===== src/rtl/regfile_wb_arbiter_pkg.sv =====
// Shared register-file constants and the writeback source encoding.
package regfile_pkg;

    localparam int XLEN       = 32;
    localparam int REG_ADDR_W = 5;

    typedef enum logic [1:0] {
        SRC_NONE = 2'd0,
        SRC_EXEC = 2'd1,
        SRC_MEM  = 2'd2,
        SRC_DBG  = 2'd3
    } wb_src_t;

endpackage


===== src/rtl/regfile_wb_arbiter_if.sv =====
// Writeback request groups plus the registered write-port outputs.
// The dbg group exists only when REGFILE_ARB_DBG_EN is defined.
interface regfile_wb_arbiter_if;
    import regfile_pkg::*;

    logic                  exec_valid;
    logic                  exec_ready;
    logic [REG_ADDR_W-1:0] exec_rd;
    logic [XLEN-1:0]       exec_val;

    logic                  mem_valid;
    logic                  mem_ready;
    logic [REG_ADDR_W-1:0] mem_rd;
    logic [XLEN-1:0]       mem_val;

`ifdef REGFILE_ARB_DBG_EN
    logic                  dbg_valid;
    logic                  dbg_ready;
    logic [REG_ADDR_W-1:0] dbg_rd;
    logic [XLEN-1:0]       dbg_val;
`endif

    logic [REG_ADDR_W-1:0] rd_addr;
    logic [XLEN-1:0]       w_val;
    wb_src_t               wb_src;
    logic [3:0]            starve_cnt;

    modport master (
        output exec_valid, exec_rd, exec_val,
        input  exec_ready,
        output mem_valid, mem_rd, mem_val,
        input  mem_ready,
`ifdef REGFILE_ARB_DBG_EN
        output dbg_valid, dbg_rd, dbg_val,
        input  dbg_ready,
`endif
        input  rd_addr, w_val, wb_src, starve_cnt
    );

    modport slave (
        input  exec_valid, exec_rd, exec_val,
        output exec_ready,
        input  mem_valid, mem_rd, mem_val,
        output mem_ready,
`ifdef REGFILE_ARB_DBG_EN
        input  dbg_valid, dbg_rd, dbg_val,
        output dbg_ready,
`endif
        output rd_addr, w_val, wb_src, starve_cnt
    );

endinterface


===== src/rtl/regfile_wb_arbiter_starve_ctr.sv =====
// Saturating count of consecutive cycles a live exec request was denied;
// boost asserts once the count reaches STARVE_LIMIT, cleared on grant or idle.
module regfile_arb_starve_ctr #(
    parameter int STARVE_LIMIT = 4
) (
    input  logic       clock,
    input  logic       reset,
    input  logic       live,
    input  logic       granted,
    output logic [3:0] starve_cnt,
    output logic       boost
);

    localparam logic [3:0] LIMIT = 4'(STARVE_LIMIT);

    always_ff @(posedge clock) begin
        if (reset) begin
            starve_cnt <= 4'd0;
        end else if (live && !granted) begin
            if (starve_cnt != LIMIT) begin
                starve_cnt <= starve_cnt + 4'd1;
            end
        end else begin
            starve_cnt <= 4'd0;
        end
    end

    assign boost = (starve_cnt == LIMIT);

endmodule


===== src/rtl/regfile_wb_arbiter.sv =====
// Single-write-port arbiter (dbg > mem > exec, exec boosted after starvation); readies are
// combinational, winner lands on rd_addr/w_val one cycle later. REGFILE_ARB_DBG_EN adds dbg.
module regfile_wb_arbiter
    import regfile_pkg::*;
#(
    parameter int STARVE_LIMIT = 4
) (
    input logic                clock,
    input logic                reset,
    regfile_wb_arbiter_if.slave bus
);

    logic exec_live, mem_live, dbg_live;
    logic exec_null, mem_null;
    logic exec_win, mem_win, dbg_win;
    logic boost;

    assign exec_live = bus.exec_valid && (bus.exec_rd != '0);
    assign mem_live  = bus.mem_valid  && (bus.mem_rd  != '0);
    assign exec_null = bus.exec_valid && (bus.exec_rd == '0);
    assign mem_null  = bus.mem_valid  && (bus.mem_rd  == '0);

`ifdef REGFILE_ARB_DBG_EN
    logic dbg_null;
    assign dbg_live  = bus.dbg_valid && (bus.dbg_rd != '0);
    assign dbg_null  = bus.dbg_valid && (bus.dbg_rd == '0);
    assign bus.dbg_ready = !reset && (dbg_win || dbg_null);
`else
    assign dbg_live  = 1'b0;
`endif

    // A boosted exec only outranks mem; dbg keeps top priority regardless.
    assign dbg_win  = dbg_live;
    assign exec_win = exec_live && !dbg_live && (!mem_live || boost);
    assign mem_win  = mem_live && !dbg_live && !(exec_live && boost);

    assign bus.exec_ready = !reset && (exec_win || exec_null);
    assign bus.mem_ready  = !reset && (mem_win  || mem_null);

    regfile_arb_starve_ctr #(
        .STARVE_LIMIT(STARVE_LIMIT)
    ) u_starve (
        .clock      (clock),
        .reset      (reset),
        .live       (exec_live),
        .granted    (exec_win),
        .starve_cnt (bus.starve_cnt),
        .boost      (boost)
    );

    always_ff @(posedge clock) begin
        if (reset) begin
            bus.rd_addr <= '0;
            bus.w_val   <= '0;
            bus.wb_src  <= SRC_NONE;
`ifdef REGFILE_ARB_DBG_EN
        end else if (dbg_win) begin
            bus.rd_addr <= bus.dbg_rd;
            bus.w_val   <= bus.dbg_val;
            bus.wb_src  <= SRC_DBG;
`endif
        end else if (mem_win) begin
            bus.rd_addr <= bus.mem_rd;
            bus.w_val   <= bus.mem_val;
            bus.wb_src  <= SRC_MEM;
        end else if (exec_win) begin
            bus.rd_addr <= bus.exec_rd;
            bus.w_val   <= bus.exec_val;
            bus.wb_src  <= SRC_EXEC;
        end else begin
            bus.rd_addr <= '0;
            bus.w_val   <= '0;
            bus.wb_src  <= SRC_NONE;
        end
    end

endmodule


===== src/flat_wrapper.sv =====
// flat-port wrapper written by rule: the top's interface ports become plain ports
module regfile_wb_arbiter_flat import regfile_pkg::*;
#(
    parameter int STARVE_LIMIT = 4
)
  (clock, reset, bus_exec_valid, bus_exec_rd, bus_exec_val, bus_exec_ready, bus_mem_valid, bus_mem_rd, bus_mem_val, bus_mem_ready, bus_rd_addr, bus_w_val, bus_wb_src, bus_starve_cnt);
  regfile_wb_arbiter_if bus_i ();
  input logic clock;
  input logic reset;
  input wire logic [$bits(bus_i.exec_valid)-1:0] bus_exec_valid;
  input wire logic [$bits(bus_i.exec_rd)-1:0] bus_exec_rd;
  input wire logic [$bits(bus_i.exec_val)-1:0] bus_exec_val;
  output wire logic [$bits(bus_i.exec_ready)-1:0] bus_exec_ready;
  input wire logic [$bits(bus_i.mem_valid)-1:0] bus_mem_valid;
  input wire logic [$bits(bus_i.mem_rd)-1:0] bus_mem_rd;
  input wire logic [$bits(bus_i.mem_val)-1:0] bus_mem_val;
  output wire logic [$bits(bus_i.mem_ready)-1:0] bus_mem_ready;
  output wire logic [$bits(bus_i.rd_addr)-1:0] bus_rd_addr;
  output wire logic [$bits(bus_i.w_val)-1:0] bus_w_val;
  output wire logic [$bits(bus_i.wb_src)-1:0] bus_wb_src;
  output wire logic [$bits(bus_i.starve_cnt)-1:0] bus_starve_cnt;
  assign bus_i.exec_valid = bus_exec_valid;
  assign bus_i.exec_rd = bus_exec_rd;
  assign bus_i.exec_val = bus_exec_val;
  assign bus_exec_ready = bus_i.exec_ready;
  assign bus_i.mem_valid = bus_mem_valid;
  assign bus_i.mem_rd = bus_mem_rd;
  assign bus_i.mem_val = bus_mem_val;
  assign bus_mem_ready = bus_i.mem_ready;
  assign bus_rd_addr = bus_i.rd_addr;
  assign bus_w_val = bus_i.w_val;
  assign bus_wb_src = bus_i.wb_src;
  assign bus_starve_cnt = bus_i.starve_cnt;
  regfile_wb_arbiter #(.STARVE_LIMIT(STARVE_LIMIT)) u_core (.clock(clock), .reset(reset), .bus(bus_i));
endmodule

===== config.mk =====
export PLATFORM = sky130hd
export DESIGN_NAME = regfile_wb_arbiter_flat
export DESIGN_NICKNAME = d
export VERILOG_FILES = /design/src/rtl/regfile_wb_arbiter_pkg.sv /design/src/rtl/regfile_wb_arbiter_if.sv /design/src/rtl/regfile_wb_arbiter_starve_ctr.sv /design/src/rtl/regfile_wb_arbiter.sv /design/src/flat_wrapper.sv
export SDC_FILE = /design/constraint.sdc
export NUM_CORES = 1
export LEC_CHECK = 0
export BUFFER_PORTS_ARGS = -buffer_cell sky130_fd_sc_hd__buf_2
export CORE_MARGIN = 2
export CORE_UTILIZATION = 35
export CTS_BUF_LIST = sky130_fd_sc_hd__clkbuf_8
export CTS_CLUSTER_DIAMETER = 60
export DETAILED_ROUTE_END_ITERATION = 8
export PLACE_DENSITY = 0.76
export SYNTH_ARGS = -nofsm -noshare
export SYNTH_HDL_FRONTEND = slang
export SYNTH_SLANG_ARGS = --single-unit

===== constraint.sdc =====
create_clock -name clock -period 1.65 [get_ports clock]
set_input_delay 0.0825 -clock clock [delete_from_list [all_inputs] [get_ports clock]]
set_output_delay 0.0825 -clock clock [all_outputs]
set_load 0.01 [all_outputs]

==> results of run 1 <==
power groups by stage:
stage               combinational (W)  sequential [W]  clock (W)
finish                       0.000383         0.00111   0.000810
detailed placement           0.000313         0.00114          0
global route                 0.000413         0.00112   0.000868
floorplan                   0.0000990         0.00117          0
CTS                          0.000368         0.00111   0.000830
global placement             0.000309         0.00113          0
critical path: stages, from the launching register on:
cell and delay [ns]:
dfxtp_2 0.34, inv_2 0.05, ha_4 0.15, and3b_2 0.21
a211oi_4 0.17, buf_4 0.15, a21oi_2 0.04, buf_2 0.14
per-layer routing:
| metal | vias to the layer above | routed length [um] |
|---|---|---|
| met2 | 73 | 2670 |
| met5 | - | 0 |
| met3 | 10 | 436 |
| met4 | 0 | 103 |
| met1 | 732 | 1910 |
| li1 | 760 | - |
cell usage in the layout (no fill, tap or decap), drive strengths merged:
cell type and count:
nor2 8, and3b 1, ha 2, nand3 1, a22o 37, buf 137, nand2b 2, clkinv 2
nand2 2, nor3 3, dlygate4sd3 21, a21oi 4, a211oi 1, nand3b 1, inv 4, xnor2 1
dfxtp 43, bufinv 1, nor3b 3, clkbuf 5, nand4b 1
state kept, by name (all words and copies together) (netlist names):
register	flops
u_core.bus.rd_addr	5
u_core.bus.w_val	32
u_core.u_starve.starve_cnt	4
u_core.bus.wb_src	2
how the worst min path moves through the flow:
stage	to	depth (start not counted)
after floorplan	u_core.bus.w_val[23]	1
after global placement	u_core.bus.w_val[6]	2
after detailed placement	u_core.bus.w_val[3]	2
after CTS	u_core.bus.w_val[14]	2
after global routing	u_core.bus.w_val[30]	2
final	u_core.bus.w_val[26]	2
logic make-up after synthesis:
logic type      count (synthesis)  synth area share
flops                          43             0.588
fa+ha+maj                       2            0.0171
buf+inv                        10            0.0435
simple gates                   21            0.0974
xor+xnor                        1           0.00598
compound gates                 42             0.249
metrics by stage:
| stage | instances | power [W] | setup WS (ns) |
|---|---|---|---|
| after floorplan | 119 | 0.00127 | 0.0153 |
| after global placement | 293 | 0.00144 | -0.415 |
| after detailed placement | 293 | 0.00145 | -0.451 |
| after CTS | 325 | 0.00231 | -0.0345 |
| after global routing | 330 | 0.00240 | -0.0413 |
| final | 330 | 0.00231 | 0.0252 |
final cells by class:
| cell class | instances | area [um^2] |
|---|---|---|
| fill | 319 | 1420 |
| timing repair buffer | 158 | 958 |
| sequential | 43 | 863 |
| multi-input combinational | 67 | 594 |
| clock buffer | 5 | 68.8 |
| tap | 50 | 62.6 |
| clock inverter | 3 | 43.8 |
| inverter | 4 | 15.0 |
what timing repair did:
| item | 4_1_cts | 5_1_grt |
|---|---|---|
| setup buffers | 7 | 0 |
| cloned | 1 | 0 |
| hold buffers | 16 | 5 |
| resized for setup | 9 | 0 |
| pin swaps | 38 | 4 |
| endpoints found under the hold margin | 16 | 5 |
| setup endpoints to repair | 35 | 42 |
==> metrics.md, run 1 <==
| Metric | Value |
|---|---|
| Grt met2 use | 0.371 |
| WL per Instance | 15.5 um |
| Flip-flop and latch count after synthesis | 43 |
| Sw Pwr | about 0.00054 W |
| Max Cap Viol | 0 |
| Tcrit/Tclk final | 0.985 |
| GRT Total Usage | 0.193 |
| Max Clock Freq | just over 600 MHz |
| ANT cells | 0 |
| Initial antenna violation count | 0 |
| Remaining routing DRC violations | 0 |
| Detailed Route Iter0 Violations | 70 |
| Finished Cell Area | around 2600 um^2 |
| Via Count | ~1,600 |
| First-pass GRT wire length | between 6000 and 7000 um |
| Clock skew | 0.00394 ns |
| RSZ-0062 raised after global routing | true |
| Worst Path Required | between 1.5 and 2 ns |
| P_leak | around 1.3 nW |
| Critical path endpoint | bus_exec_ready |
| Worst R2R Start | u_core.u_starve.starve_cnt[1] |
| Crit-path max FO | 3 |
| Final Setup Violations | 0 |
| Crit path capture type | output pin |
| Hold Path Origin | bus_mem_val[26] |
| EDFF count, synth | 0 |
| Crit path from | u_core.u_starve.starve_cnt[1] |
| Most instantiated cells after synthesis | 43 x dfxtp_1, 37 x a22o_1, 8 x nor2_1, 4 x a21oi_1, 4 x inv_1 |
| Routed Antenna Nets | 0 |
| Placer Congestion | between 0.6 and 0.7 |
| M1 GR Usage | 0.195 |
| Busiest grt layer | met2 |
| Syn Area/Cell | 12.3 um^2 |
| Die Span Y | slightly below 70 um |
| Critical path arrival | around 1.5 ns |
| Final Hold Fails | 0 |
| Clock network power share | 0.351 |
| Status | finished clean |
| Setup TNS Final | 0 ns |
| Clock Latency Late Sink | 0.29 ns |
| M3 GR Usage | 0.0552 |
| Synth async-reset ratio | 0 |
| CP Class | flip-flop to output pin |
| Distinct cell type count after synthesis | 21 |
| FF-to-FF setup slack | between 0.02 and 0.03 ns |
| Min-delay worst type | input port to flip-flop |
| Post-synth top flop | dfxtp_1 |
| Cell with the most instances after synthesis | dfxtp_1 |
| Synth area leaders | dfxtp_1 59%, a22o_1 22%, buf_6 2.3% |
| Comb pwr share | 0.166 |
| Area Overhead vs Synth | 77.9% |
| Die width | between 60 and 70 um |
| Area leader, netlist | dfxtp_1 |
| Switching Share | 0.236 |
| Post-synthesis sequential area ratio | 0.588 |
| Share of cells above drive strength 1 | 0.568 |
| Post-synth top area share | 0.588 |
| Via density per instance | 4.77 |
| Dpl cell area | 2170 um^2 |
| Register clock-pin slew on the reported worst setup and hold paths | roughly 0.08 ns |
| Internal Power | 0.00176 W |
| Initial core utilization | 0.364 |
| Sink Count | 43 |
| Slew headroom | 0.770 |
| WHS | just under 0.007 ns |
| Vias in the first global route | 1,449 |
| Worst reg2reg endpoint | u_core.bus.w_val[8] |
| Final worst path period need | about 1.6 ns |
| Worst VDD drop | about 390 uV |
| Die ar. | approximately 4700 um^2 |
| CTS HTree Levels | 2 |
| Synth Cell Area | 1470 um^2 |
| Reg2Reg Depth | 8 |
| Max-slew violations | 0 |
| Total gr overflow | 0 |
| Port-buffer cells | ~120 |
| CTS root buf | clkbuf_8 |
| Synthesized Nets | roughly 200 |
| Io pins | between 100 and 150 |
| Sequential share of power | 0.482 |
| Post-DP HPWL | approximately 3200 um |
| DR pass1 iterations | 4 |
| Row Count | 23 |
| CTS Buf Count | 5 |
| CTS tree | done |
| CP Launch Type | flip-flop |
| Slew @ Worst Pin | approximately 0.34 ns |
| Final Routed Wirelength | approximately 5000 um |
| Buffer depth of the longest clock path | 2 |
| Synth Warn # | 0 |
| Pwr/cell area | around 880 nW/um^2 |
| Core Area | about 4000 um^2 |
| Largest net degree at the start of global routing | 34 |
| Post-Route Utilization | 0.647 |
| Cells after Synth | 119 |
| Nets | about 360 |
Power figures use the tool's default switching activity.
==> inputs of run 2 (changes only) <==
PLACE_DENSITY = 0.75   (was 0.76)
SYNTH_HIERARCHICAL = 1   (was default)
==> metrics.md, run 2 <==
| Metric | Value |
|---|---|
| Status | finished clean |
| Synth Cell Area | 1540 um^2 (+5.4%) |
| Post-CTS Setup Inserts | 0 (-7) |
| Final Setup Violations | 0 (unchanged) |
| Clock skew | 0.00413 ns (+0.000199 ns) |
| Die ar. | 4960 um^2 (+5.1%) |
| Io pins | 123 (unchanged) |
| Biggest regs | u_core/bus.w_val: 32 flops, u_core/bus.rd_addr: 5 flops, u_core/u_starve/starve_cnt: 4 flops |
| Most instantiated cells after synthesis | 43 x dfxtp_1, 37 x a22o_1, 7 x nor2_1, 4 x buf_6 |
| CTS root buf | clkbuf_8 |
| Vias in the first global route | 1,434 (-1.0%) |
| Commonest non-fill, non-tap cell in the layout | buf_2 |
| CTS Buf Count | 5 (unchanged) |
| Crit path from | u_core/u_starve/starve_cnt[0] |
| Slew @ Worst Pin | 0.331 ns (-0.0125 ns) |
| Register clock-pin slew on the reported worst setup and hold paths | 0.08 ns (about the same) |
| CP Class | flip-flop to flip-flop |
| EDFF count, synth | 0 (unchanged) |
| GRT Total Usage | 0.164 (-0.0296) |
| CTS tree | done |
| Total gr overflow | 0 (unchanged) |
| Routed Antenna Nets | 0 (unchanged) |
| Critical path endpoint | u_core/bus.w_val[29] |
| CP Launch Type | flip-flop |
| Pwr/cell area | 870 nW/um^2 (-1.7%) |
| Distinct cell type count after synthesis | 26 (+24%) |
| Area Overhead vs Synth | 58.3% |
| Worst Path Required | 1.83 ns (+0.26 ns) |
| Max Clock Freq | 629 MHz (+2.2%) |
| Syn Area/Cell | 12.4 um^2 (+0.32%) |
| Final Routed Wirelength | 4450 um (-13%) |
| Buffer depth of the longest clock path | 2 (unchanged) |
| Worst reg2reg endpoint | u_core/bus.w_val[29] |
| Remaining routing DRC violations | 0 (unchanged) |
| Worst VDD drop | 307 uV (-21%) |
| Tcrit/Tclk final | 0.963 (-0.0215) |
| # placed instances | 298 (+1.7%) |
| Synth async-reset ratio | 0 (unchanged) |
| First-pass GRT wire length | 6450 um (-1.2%) |
| WHS | 0.00856 ns (+0.00181 ns) |
| Slew headroom | 0.778 (+0.00797) |
| Critical path arrival | 1.77 ns (+0.23 ns) |
| Die width | 70.4 um (+2.5%) |
| Initial core utilization | 0.360 (-0.00411) |
| Min-delay worst type | input port to flip-flop |
| Top reg by flops | u_core/bus.w_val |
| P_leak | 1.27 nW (-6.0%) |
| Post-synthesis sequential area ratio | 0.558 (-0.0300) |
| Reg2Reg Depth | 8 (unchanged) |
| Largest register FFs | 32 (unchanged) |
| Clock Latency Late Sink | 0.28 ns (about the same) |
| Post-synth top area share | 0.558 (-0.0300) |
| Worst hold path cell count | 2 (unchanged) |
| RSZ-0062 raised after global routing | true |
| Leading cell types in the layout, fill and taps excluded | 122 x buf_2, 41 x dfxtp_1, 37 x a22o_1 |
| FF-to-FF setup slack | 0.06 ns (+0.04 ns) |
| Via Count | 1,523 (-3.3%) |
| DR pass1 iterations | 4 (unchanged) |
| Synthesized Nets | 205 (+3.0%) |
| Fin cells | 315 (-4.5%) |
| Crit path capture type | flip-flop |
| Row Count | 24 (+4.3%) |
| Synth Warn # | 6 (+6) |
| Setup TNS Final | 0 ns (unchanged) |
| Die Span Y | 70.4 um (+2.5%) |
| CTS HTree Levels | 2 (unchanged) |
| Sink Count | 43 (unchanged) |
| Cell with the most instances after synthesis | dfxtp_1 |
| ANT cells | 0 (unchanged) |
| Post-DP HPWL | 3140 um (-2.2%) |
| Share of cells above drive strength 1 | 0.601 (+0.0329) |
| Final worst path period need | 1.59 ns (-0.0354 ns) |
| WL per Instance | 14.1 um (-8.9%) |
| Synth area leaders | dfxtp_1 56%, a22o_1 21%, buf_6 2.9% |
| Area leader, netlist | dfxtp_1 |
| Post-synth top flop | dfxtp_1 |
| Cells after Synth | 125 (+5.0%) |
| Detailed Route Iter0 Violations | 65 (-7.1%) |
| Core Area | 4290 um^2 (+6.6%) |
| Initial antenna violation count | 0 (unchanged) |
| Crit-path max FO | 16 (+13) |
| Placer Congestion | 0.904 (+29%) |
| Nets | 343 (-4.5%) |
| Max Cap Viol | 0 (unchanged) |
| Flip-flop and latch count after synthesis | 43 (unchanged) |
| Final Hold Fails | 0 (unchanged) |
| Largest net degree at the start of global routing | 34 (unchanged) |
| Port-buffer cells | 122 (unchanged) |
| Via density per instance | 4.83 (+1.3%) |
| Worst R2R Start | u_core/u_starve/starve_cnt[0] |
| Max-slew violations | 0 (unchanged) |
| # fillers | 370 (+16%) |
## run 2: worst min path at each step
| stage | startpoint | end | slack, ns |
|---|---|---|---|
| 6_report | bus_exec_val[10] | u_core/bus.w_val[10] | 0.009 |
| 3_3_place_gp | bus_exec_val[22] | u_core/bus.w_val[22] | 0.29 |
| 4_1_cts | bus_exec_val[6] | u_core/bus.w_val[6] | 0.0003 |
| 2_1_floorplan | bus_exec_val[1] | u_core/bus.w_val[1] | 0.21 |
| 3_5_place_dp | bus_exec_val[8] | u_core/bus.w_val[8] | 0.30 |
| 5_1_grt | bus_exec_val[3] | u_core/bus.w_val[3] | 0.004 |
## run 2: area by class of cell
cell class	instances	area, um^2	area share
Sequential cell	43	868	0.355
Inverter	3	13.8	0.00563
Clock buffer	6	82.6	0.0338
Clock inverter	1	5.00	0.00205
Timing Repair Buffer	136	748	0.306
Tap cell	52	65.1	0.0266
Multi-Input combinational cell	74	662	0.271
## run 2: per-layer routing
metal	vias to the layer above	global-route usage	share of wire
li1	740	-	-
met1	705	0.179	0.39
met2	74	0.288	0.51
met3	4	0.0563	0.10
met4	0	0.0641	0.0065
met5	-	0	0
## run 2: logic make-up (layout without fill, tap and decap cells)
| logic type | after synthesis | in the layout | share of synthesized area |
|---|---|---|---|
| fa+ha+maj | 2 | 2 | 0.0162 |
| flops | 43 | 43 | 0.558 |
| buf+inv | 10 | 146 | 0.0462 |
| mux | 2 | 2 | 0.0130 |
| xor+xnor | 2 | 2 | 0.0113 |
| simple gates | 23 | 25 | 0.113 |
| compound gates | 43 | 43 | 0.242 |
## run 2: what timing repair did
item,4_1_cts,5_1_grt
hold endpoints to repair,4,3
resized for setup,0,9
hold buffers,4,4
endpoints found under the setup margin,0,37
## run 2: per-stage QoR
step	setup slack [ns]	power [W]	utilization	area, um^2
global route	0.00268	0.00223	0.569	2440
CTS	0.00373	0.00213	0.551	2360
detailed placement	0.0153	0.00147	0.521	2240
finish	0.0607	0.00213	0.569	2440
floorplan	-0.103	0.00129	-	1560
global placement	0.0659	0.00147	0.521	2240
## run 2: worst max-delay path, cell delays in order, from the launching register on
cell and delay (ns):
dfxtp_4 0.36, inv_4 0.03, ha_4 0.15, nand3b_4 0.07, inv_2 0.05, nand2b_4 0.14
a22o_4 0.27, and2_4 0.20, a22o_1 0.20
## run 2: report_power, final
part / total, W / switching, W / leakage, nW / internal [W]
Sequential: 0.00111 / 0.0000148 / 0.356 / 0.00110
Clock: 0.000652 / 0.000323 / 0.0470 / 0.000328
Combinational: 0.000361 / 0.000164 / 0.864 / 0.000197
==> inputs of run 3 (changes only) <==
CORE_ASPECT_RATIO = 1.1   (was default)
==> metrics.md, run 3 (synthesized netlist as in run 2, its figures left out) <==
| Metric | Value |
|---|---|
| Worst Path Required | 1.83 ns (about the same) |
| Nets | 378 (+10%) |
| First-pass GRT wire length | 6510 um (+0.96%) |
| Die width | 67.3 um (-4.4%) |
| Row Count | 25 (+4.2%) |
| Die Span Y | 73.7 um (+4.6%) |
| CTS HTree Levels | 2 (unchanged) |
| Io pins | 123 (unchanged) |
| Leading cell types in the layout, fill and taps excluded | 122 x buf_2, 44 x dlygate4sd3_1, 41 x dfxtp_1 |
| CP top delay family | compound AO/OA/AOI/OAI gates |
| Slew headroom | 0.738 (-0.0401) |
| Initial core utilization | 0.360 (+0.000735) |
| Remaining routing DRC violations | 0 (unchanged) |
| RSZ-0062 raised after global routing | true |
| Final Hold Fails | 0 (unchanged) |
| Via density per instance | 4.73 (-2.3%) |
| Crit-path max FO | 17 (+1) |
| Critical Path Max Stage Delay | 0.35 ns (about the same) |
| Pwr/cell area | 787 nW/um^2 (-9.5%) |
| Buf+Inv Stages, Crit Path | 2 (unchanged) |
| Largest register FFs | 32 (unchanged) |
| Final worst slack | 0.0207 ns (-0.0399 ns) |
| Post-DP HPWL | 3030 um (-3.3%) |
| Routed Antenna Nets | 0 (unchanged) |
| DR pass1 iterations | 4 (unchanged) |
| Slowest cell on crit path | dfxtp_4 |
| Final Setup Violations | 0 (unchanged) |
| Max-slew violations | 0 (unchanged) |
| CP Cell Sequence | inv_2 > ha_4 > nand3b_4 > inv_2 > nand2b_4 > a22o_4 > and2_4 > a22o_1 |
| CTS tree | done |
| Placer Congestion | 0.748 (-17%) |
| Initial antenna violation count | 0 (unchanged) |
| Final Routed Wirelength | 5160 um (+16%) |
| Share of cells above drive strength 1 | 0.515 (-0.0857) |
| Dpl cell area | 2240 um^2 (+0.11%) |
| Area Overhead vs Synth | 80.6% |
| Core Area | 4290 um^2 (-0.20%) |
| Total gr overflow | 0 (unchanged) |
| ANT cells | 0 (unchanged) |
| Worst VDD drop | 531 uV (+73%) |
| WL per Instance | 14.6 um (+3.5%) |
| Port-buffer cells | 122 (unchanged) |
| Sink Count | 43 (unchanged) |
| Biggest regs | u_core/bus.w_val: 32 flops, u_core/bus.rd_addr: 5 flops, u_core/u_starve/starve_cnt: 4 flops |
| Crit path capture type | flip-flop |
| Worst R2R Start | u_core/u_starve/starve_cnt[1] |
| Slew @ Worst Pin | 0.391 ns (+0.0598 ns) |
| Top reg by flops | u_core/bus.w_val |
| Final worst path period need | 1.63 ns (+0.0399 ns) |
| CP most frequent cell | inv_2 |
| CP Class | flip-flop to flip-flop |
| Min-delay worst type | input port to flip-flop |
| Commonest non-fill, non-tap cell in the layout | buf_2 |
| Pre-CTS setup slack | 0.0237 ns (+0.00841 ns) |
| FF-to-FF setup slack | 0.02 ns (-0.04 ns) |
| CTS root buf | clkbuf_8 |
| Tcrit/Tclk final | 0.987 (+0.0242) |
| Crit path from | u_core/u_starve/starve_cnt[1] |
| Clock Latency Late Sink | 0.29 ns (about the same) |
| Detailed Route Iter0 Violations | 73 (+12%) |
| Buffer depth of the longest clock path | 2 (unchanged) |
| Clock skew | 0.00753 ns (+0.00340 ns) |
| Vias in the first global route | 1,501 (+4.7%) |
| Finished Cell Area | 2790 um^2 (+14%) |
| Hold Path Origin | bus_exec_val[1] |
| Die ar. | 4960 um^2 (about the same) |
| CTS Buf Count | 5 (unchanged) |
| Largest net degree at the start of global routing | 34 (unchanged) |
| Max Cap Viol | 0 (unchanged) |
| Critical path arrival | 1.81 ns (+0.04 ns) |
| Max Clock Freq | 614 MHz (-2.5%) |
| Status | finished clean |
| CP Launch Type | flip-flop |
| P_leak | 1.42 nW (+12%) |
| Via Count | 1,668 (+9.5%) |
| Post-CTS Setup Inserts | 0 (unchanged) |
| Register clock-pin slew on the reported worst setup and hold paths | 0.08 ns (about the same) |
| GRT Total Usage | 0.179 (+0.0149) |
## run 3: changes by cell type in the layout (fill, tap and decap cells not counted), sizes merged
cell / delta
inv: +2
and2: -1
dlygate4sd3: +36
clkbuf: -1
## run 3: worst paths after layout
kind	end	cells after the start
max	u_core/bus.w_val[14]	8
min	u_core/bus.w_val[1]	2
max reg2reg	u_core/bus.w_val[14]	8
min reg2reg	u_core/u_starve/starve_cnt[1]	3
## run 3: stage by stage
stage          setup TNS (ns)  utilization  power, W  cells  hold WS [ns]
2_1_floorplan           -2.98            -   0.00129    125         0.208
3_3_place_gp                0        0.523   0.00147    300         0.290
3_5_place_dp                0        0.523   0.00147    300         0.295
4_1_cts                     0        0.624   0.00218    343      0.000828
5_1_grt               -0.0529        0.651   0.00230    353       0.00126
6_report                    0        0.651   0.00219    353        0.0100
## run 3: timing repair
action                                  CTS  global route
gates resized for setup                   0             5
hold endpoints to repair                 21             6
hold buffers                             35             9
endpoints found under the setup margin    0            37
## run 3: area by class of cell
cell class	count	area (um^2)
fillers	325	1500
multi-input cells	73	648
flip-flops and latches	43	868
clock buffers	5	68.8
inverters	3	11.3
clock inverters	3	15.0
well taps	54	67.6
repair buffers	172	1110
## run 3: where the power goes
group / switching (W) / internal, W / leakage [nW] / total, W
logic: 0.000181 / 0.000251 / 1.01 / 0.000432
registers: 0.0000151 / 0.00110 / 0.356 / 0.00111
clock network: 0.000358 / 0.000291 / 0.0496 / 0.000649
## run 3: worst register-to-register path, delay by kind of cell (launching register included)
kind / cells / cell delay, ns
DFF: 1 / 0.35
AOI/OAI and AO/OA: 2 / 0.49
adders and majority gates: 1 / 0.16
and+or+nand+nor: 3 / 0.43
buffers and inverters: 2 / 0.08
## run 3: per-layer routing
layer	up-vias	GRT usage	share of wire	routed length [um]
met4	0	0.0771	0.016	85
met1	768	0.182	0.35	1800
met2	79	0.325	0.56	2900
met5	-	0	0	0
met3	8	0.0628	0.073	378
li1	813	-	-	-
